### src/rtl/rgb_frame_sequencer.sv
// Frame sequencer for the RGB capture path: writes whole frames into a ping-pong
// framebuffer, runs the bank swap handshake, drops frames with no free bank, flags bad frames.
module rgb_frame_sequencer #(
  parameter int FRAME_PIXELS = 2560,
  parameter int IDX_W        = 12
) (
  input  logic             rgb_clk,
  input  logic             nrst,
  input  logic             capture_enable,
  input  logic             vsync,
  input  logic             pixel_valid,
  input  logic [23:0]      pixel_data,
  output logic             rgb_enable,
  output logic             wr_en,
  output logic [IDX_W:0]   wr_addr,
  output logic [23:0]      wr_data,
  output logic             front_bank,
  output logic             frame_pending,
  input  logic             swap_ack,
  input  logic             err_clear,
  output logic             err_short,
  output logic             err_long,
  output logic [7:0]       frames_dropped
);

  typedef enum logic [2:0] {
    IDLE     = 3'd0,
    WAIT_VS  = 3'd1,
    CAPTURE  = 3'd2,
    WAIT_END = 3'd3,
    SKIP     = 3'd4
  } state_t;

  localparam logic [IDX_W-1:0] LAST_IDX = IDX_W'(FRAME_PIXELS - 1);

  state_t           state_r;
  logic [IDX_W-1:0] index_r;
  logic             vsync_r;
  logic             vs_rise_s;
  logic             vs_fall_s;
  logic             swap_s;
  logic             last_px_s;
  logic [7:0]       drop_inc_s;

  assign vs_rise_s  = ~vsync_r & vsync;
  assign vs_fall_s  = vsync_r & ~vsync;
  assign swap_s     = swap_ack & frame_pending;
  assign last_px_s  = pixel_valid & (index_r == LAST_IDX);
  // A drop coinciding with err_clear restarts the count at one rather than zero.
  assign drop_inc_s = err_clear ? 8'd1 :
                      (frames_dropped == 8'hFF) ? 8'hFF : frames_dropped + 8'd1;

  // Sequencer state, write port, bank swap and error bookkeeping.
  always_ff @(posedge rgb_clk or negedge nrst) begin
    if (!nrst) begin
      state_r        <= IDLE;
      index_r        <= '0;
      vsync_r        <= 1'b0;
      rgb_enable     <= 1'b0;
      wr_en          <= 1'b0;
      wr_addr        <= '0;
      wr_data        <= 24'd0;
      front_bank     <= 1'b0;
      frame_pending  <= 1'b0;
      err_short      <= 1'b0;
      err_long       <= 1'b0;
      frames_dropped <= 8'd0;
    end else begin
      vsync_r <= vsync;
      wr_en   <= pixel_valid & (state_r == CAPTURE);
      wr_addr <= {~front_bank, index_r};
      wr_data <= pixel_data;

      if (swap_s) begin
        front_bank    <= ~front_bank;
        frame_pending <= 1'b0;
      end

      // Later assignments below let a same-cycle error override the clear.
      if (err_clear) begin
        err_short      <= 1'b0;
        err_long       <= 1'b0;
        frames_dropped <= 8'd0;
      end

      if (!capture_enable) begin
        state_r    <= IDLE;
        rgb_enable <= 1'b0;
      end else begin
        case (state_r)
          IDLE: begin
            state_r <= WAIT_VS;
          end
          WAIT_VS: begin
            if (vs_rise_s) begin
              // A swap in this same cycle frees the back bank before we decide.
              if (frame_pending && !swap_ack) begin
                state_r        <= SKIP;
                frames_dropped <= drop_inc_s;
              end else begin
                state_r    <= CAPTURE;
                rgb_enable <= 1'b1;
                index_r    <= '0;
              end
            end
          end
          CAPTURE: begin
            if (pixel_valid) begin
              index_r <= index_r + IDX_W'(1);
            end
            if (last_px_s) begin
              frame_pending <= 1'b1;
              rgb_enable    <= 1'b0;
              state_r       <= vs_fall_s ? WAIT_VS : WAIT_END;
            end else if (vs_fall_s) begin
              err_short  <= 1'b1;
              rgb_enable <= 1'b0;
              state_r    <= WAIT_VS;
            end
          end
          WAIT_END: begin
            if (pixel_valid) begin
              err_long <= 1'b1;
            end
            if (vs_fall_s) begin
              state_r <= WAIT_VS;
            end
          end
          SKIP: begin
            if (vs_fall_s) begin
              state_r <= WAIT_VS;
            end
          end
          default: begin
            state_r    <= IDLE;
            rgb_enable <= 1'b0;
          end
        endcase
      end
    end
  end

endmodule
### config.mk
export PLATFORM = sky130hd
export DESIGN_NAME = rgb_frame_sequencer
export DESIGN_NICKNAME = d
export VERILOG_FILES = /design/src/rtl/rgb_frame_sequencer.sv
export SDC_FILE = /design/constraint.sdc
export NUM_CORES = 1
export LEC_CHECK = 0
export BUFFER_PORTS_ARGS = -buffer_cell sky130_fd_sc_hd__buf_4
export CAP_MARGIN = 20
export CORE_MARGIN = 5
export CORE_UTILIZATION = 50
export DETAILED_ROUTE_END_ITERATION = 10
export HOLD_SLACK_MARGIN = 0.06
export PLACE_DENSITY = 0.87
export SYNTH_ARGS = -nofsm -noshare
export SYNTH_HDL_FRONTEND = slang
export SYNTH_SLANG_ARGS = --single-unit
### constraint.sdc
create_clock -name rgb_clk -period 1.94 [get_ports rgb_clk]
set_clock_uncertainty 0.15 [all_clocks]
set_input_delay 0.194 -clock rgb_clk [delete_from_list [all_inputs] [get_ports rgb_clk]]
set_output_delay 0.194 -clock rgb_clk [all_outputs]
set_load 0.01 [all_outputs]
==> results.txt <==
Of the cells placed in the final design, the portion with a size suffix greater than 1 is 0.336. The clock latency on the worst-skew pair came out at ~340 ps. The required time of the critical path is 2070 ps. The number of maximum-capacitance constraint violations is 0. In this run, synthesis produced a sequential element count of 67.

Synthesis produced 214 cells. The area of the mapped netlist came out at ~2600 um2. In this run the post-CTS setup repair buffer count came out at 0. Fill cells in the final layout number approximately 350. The post-detailed-route via-to-cell ratio is around 5.3. The number of remaining DRC errors is 0. The count of cell instances traversed by the critical path is 6.

The post-synth net total came out at roughly 250. The DRC violation total after the first TritonRoute iteration is around 160. The maximum fanout encountered on the critical timing path is 8. The vertical die dimension came out at around 83 um. The setup slack on the worst flop-to-flop path came out at 130 ps. The worst slew margin relative to its limit came out at 0.654. The critical path is of the in2reg type. The cell area power density came out at between 700 and 800 nW/um2. The flow ran to the end, and the final reports show no timing, DRC or antenna violations. The floorplan step defined a die boundary enclosing between 6000 and 7000 um2. The endpoint type of the worst setup path is a register. Clock tree synthesis found a total of 67 sinks. The number of global-route vias before repair came out at between 2000 and 2500. The count of inserted antenna diode cells came out at 0. Setup violations remaining at the end of the flow were counted as 0.

Summing over every cut layer, the via total after detailed routing is 2174. The global placement routability congestion came out at about 0.86. The slowest stage cell on the critical path is sky130_fd_sc_hd__dlygate4sd3_1. The number of synthesis warnings came out at 0.

The final worst hold slack is about 230 ps. The number of nets in the layout came out at about 370. The first global-routing pass estimated roughly 11000 um of wire. The number of input and output port buffers inserted came out at between 80 and 90. In this run the critical register-to-register path is captured at index_r[9].

The floorplan step set the die width to a little over 80 um. The maximum frequency from static timing analysis came out at around 0.55 GHz. The maximum number of pins on one net before global-route repair is 68. The post-layout minimum cycle time is ~1800 ps.

The critical path contains buffers and inverters numbering 2 combined. The top flip-flop cell by instance count after synthesis is sky130_fd_sc_hd__dfrtp_1. The register area share after synthesis is 0.634.

The I/O pin total is 82. Including well taps, the total number of placed cells is 363. The min-delay analysis places its worst path in the category in2async. The TritonCTS buffer count came out at 9. Counting along the longest clock path gives a buffer depth of 2. Summed over all failing endpoints, the final setup total negative slack is 0 ps. The sum of overflow across all layers after global routing came out at 0. The total iterations of the first detailed-routing run came out at 4. Setup repair after global routing left no endpoint under its margin. The startpoint of the worst register-to-register path is state_r[2]. At the pin with the least slew margin, the transition time is ~510 ps. The growth of design area from synthesis to finish came out at 45.2%. Clock-pin slew was measured on the worst setup and hold paths at approximately 80 ps.

The H-tree was split into 3 levels. The number of antenna violations at the first check in global routing came out at 0. The initial core utilization is 0.515. The worst setup path is launched from a primary input. In the finished design, the share of the clock period the worst path needs comes to 0.942. The number of pins with negative max-slew slack in the final report is 0. Row generation in the floorplan step produced 26 rows.

The detail-routed net length per standard cell is ~17 um. Detailed placement ended at an HPWL of a little over 4000 um. The number of distinct library cells after synthesis is 48. The worst reg2reg path depth came out at 4. The overall routed net length came out at ~7000 um. The kind of cell with the highest combined delay along the critical path is simple AND/OR/NAND/NOR gates. The analysis attributes to cell leakage a power of between 0.0015 and 0.002 uW. The cell at the root of the clock tree is sky130_fd_sc_hd__clkbuf_8.

The region available for standard cell placement spans ~5000 um2. The overall routing resource usage came out at 0.218. Averaged over all synthesized cells, the footprint is ~12 um2.

In this run the remaining antenna-violating nets after routing total 0. The count of endpoints failing hold in the final timing report came to 0. For this run, the number of standard cells in the final layout without fillers is ~410. TritonCTS built the clock tree. The largest voltage drop on the vdd net is around 0.00042 V. For this run, the slowest stage of the critical path takes ~540 ps.

Walking the worst path, the cells encountered are dlygate4sd3_1 -> buf_4 -> nand2b_2 -> and3_4 -> or4_1 -> nand2_1. Data on the critical path arrives at its endpoint at about 2000 ps. The number of flops mapped to enable cells by yosys came out at 0.

Counting flops with an async set or reset pin after synthesis yields a share of 1.00.
worst register-to-register path, cell delays in order, from the launching register on:
cell,delay [ps]
sky130_fd_sc_hd__dfrtp_2,480
sky130_fd_sc_hd__nor3b_4,270
sky130_fd_sc_hd__nand3_4,220
sky130_fd_sc_hd__a2111oi_4,400
sky130_fd_sc_hd__mux2i_1,210
metal layers:
| metal | track usage | share of wire |
|---|---|---|
| met2 | 0.391 | 0.53 |
| met4 | 0.0817 | 0.016 |
| met5 | 0 | 0 |
| met1 | 0.245 | 0.38 |
| met3 | 0.0629 | 0.068 |
area by class of cell:
| type | instances | area [um2] | share of cell area |
|---|---|---|---|
| multi-input combinational | 130 | 883 | 0.230 |
| sequential | 67 | 1680 | 0.437 |
| tap | 70 | 87.6 | 0.0228 |
| clock inverter | 6 | 65.1 | 0.0169 |
| inverter | 9 | 33.8 | 0.00879 |
| clock buffer | 10 | 128 | 0.0332 |
| timing repair buffer | 117 | 966 | 0.251 |
cell families after synthesis:
family	share of synthesized area
simple gates	0.202
flops	0.634
compound gates	0.103
buf+inv	0.0345
mux	0.0113
xor+xnor	0.00662
fa+ha+maj	0.00945
synth_stat cells, types with 2 or more instances:
master	n	area [um2]
sky130_fd_sc_hd__nor4_1	2	12.5
sky130_fd_sc_hd__nand3_1	10	50.1
sky130_fd_sc_hd__a311oi_1	2	17.5
sky130_fd_sc_hd__clkbuf_1	3	11.3
sky130_fd_sc_hd__o311a_1	2	20.0
sky130_fd_sc_hd__nor2b_1	5	31.3
sky130_fd_sc_hd__dfrtp_1	67	1680
sky130_fd_sc_hd__a31o_1	2	17.5
sky130_fd_sc_hd__nand2_1	21	78.8
sky130_fd_sc_hd__ha_1	2	25.0
sky130_fd_sc_hd__and4_1	4	35.0
sky130_fd_sc_hd__o211ai_1	7	52.6
sky130_fd_sc_hd__nand2b_1	5	31.3
sky130_fd_sc_hd__a31oi_1	2	12.5
sky130_fd_sc_hd__and3_1	4	25.0
sky130_fd_sc_hd__nor3_1	7	35.0
sky130_fd_sc_hd__buf_6	3	33.8
sky130_fd_sc_hd__or4_1	7	52.6
sky130_fd_sc_hd__nor2_1	5	18.8
sky130_fd_sc_hd__o21ai_0	3	15.0
sky130_fd_sc_hd__a21oi_1	9	45.0
sky130_fd_sc_hd__nand4_1	5	31.3
sky130_fd_sc_hd__inv_1	8	30.0
sky130_fd_sc_hd__and2_1	3	18.8
sky130_fd_sc_hd__mux2i_1	3	30.0
how the worst max path moves through the flow:
stage / start / end / slack, ps
global route: state_r[2] / index_r[9] / 30
global placement: state_r[2] / index_r[9] / 180
detailed placement: state_r[2] / index_r[9] / 120
floorplan: state_r[2] / index_r[9] / 230
finish: swap_ack / index_r[11] / 110
CTS: vsync / index_r[9] / 20
sequential cells by signal, summed over array words and instances (netlist names):
name            cells
frames_dropped      8
wr_data            24
wr_en               1
vsync_r             1
err_long            1
err_short           1
index_r            12
frame_pending       1
wr_addr            13
state_r             3
rgb_enable          1
front_bank          1
metrics by stage:
stage	worst slack (ps)	cell area (um2)	util	total power, uW
finish	113	3840	0.747	2940
global route	26.5	3840	0.747	3070
CTS	18.0	3830	0.746	2930
detailed placement	117	3340	0.650	1780
global placement	176	3340	0.650	1770
floorplan	228	2650	-	1610
report_power, final:
group | internal (uW) | switching [uW]
Clock | 596 | 541
Sequential | 1450 | 37.6
Combinational | 173 | 142
layout by cell type, fill, tap and decap left out, types with 3 or more instances in the layout:
master / netlist / layout
sky130_fd_sc_hd__o21ai_0: 3 / 3
sky130_fd_sc_hd__o211ai_1: 7 / 7
sky130_fd_sc_hd__mux2i_1: 3 / 3
sky130_fd_sc_hd__clkbuf_8: 0 / 9
sky130_fd_sc_hd__nand3_1: 10 / 10
sky130_fd_sc_hd__nor2_1: 5 / 5
sky130_fd_sc_hd__dfrtp_1: 67 / 66
sky130_fd_sc_hd__dlygate4sd3_1: 0 / 30
sky130_fd_sc_hd__buf_4: 1 / 86
sky130_fd_sc_hd__or4_1: 7 / 7
sky130_fd_sc_hd__nor3_1: 7 / 7
sky130_fd_sc_hd__nand2b_1: 5 / 4
sky130_fd_sc_hd__nand4_1: 5 / 5
sky130_fd_sc_hd__a21oi_1: 9 / 9
sky130_fd_sc_hd__and3_1: 4 / 4
sky130_fd_sc_hd__and2_1: 3 / 3
sky130_fd_sc_hd__inv_1: 8 / 8
sky130_fd_sc_hd__and4_1: 4 / 4
sky130_fd_sc_hd__nand2_1: 21 / 21
sky130_fd_sc_hd__nor2b_1: 5 / 4
repair_timing:
action                     in CTS  in global routing
hold buffers                   30                  0
resized for setup               0                  3
setup endpoints to repair       0                  3
hold endpoints to repair      107                  0
(Power assumes the default switching activity.)
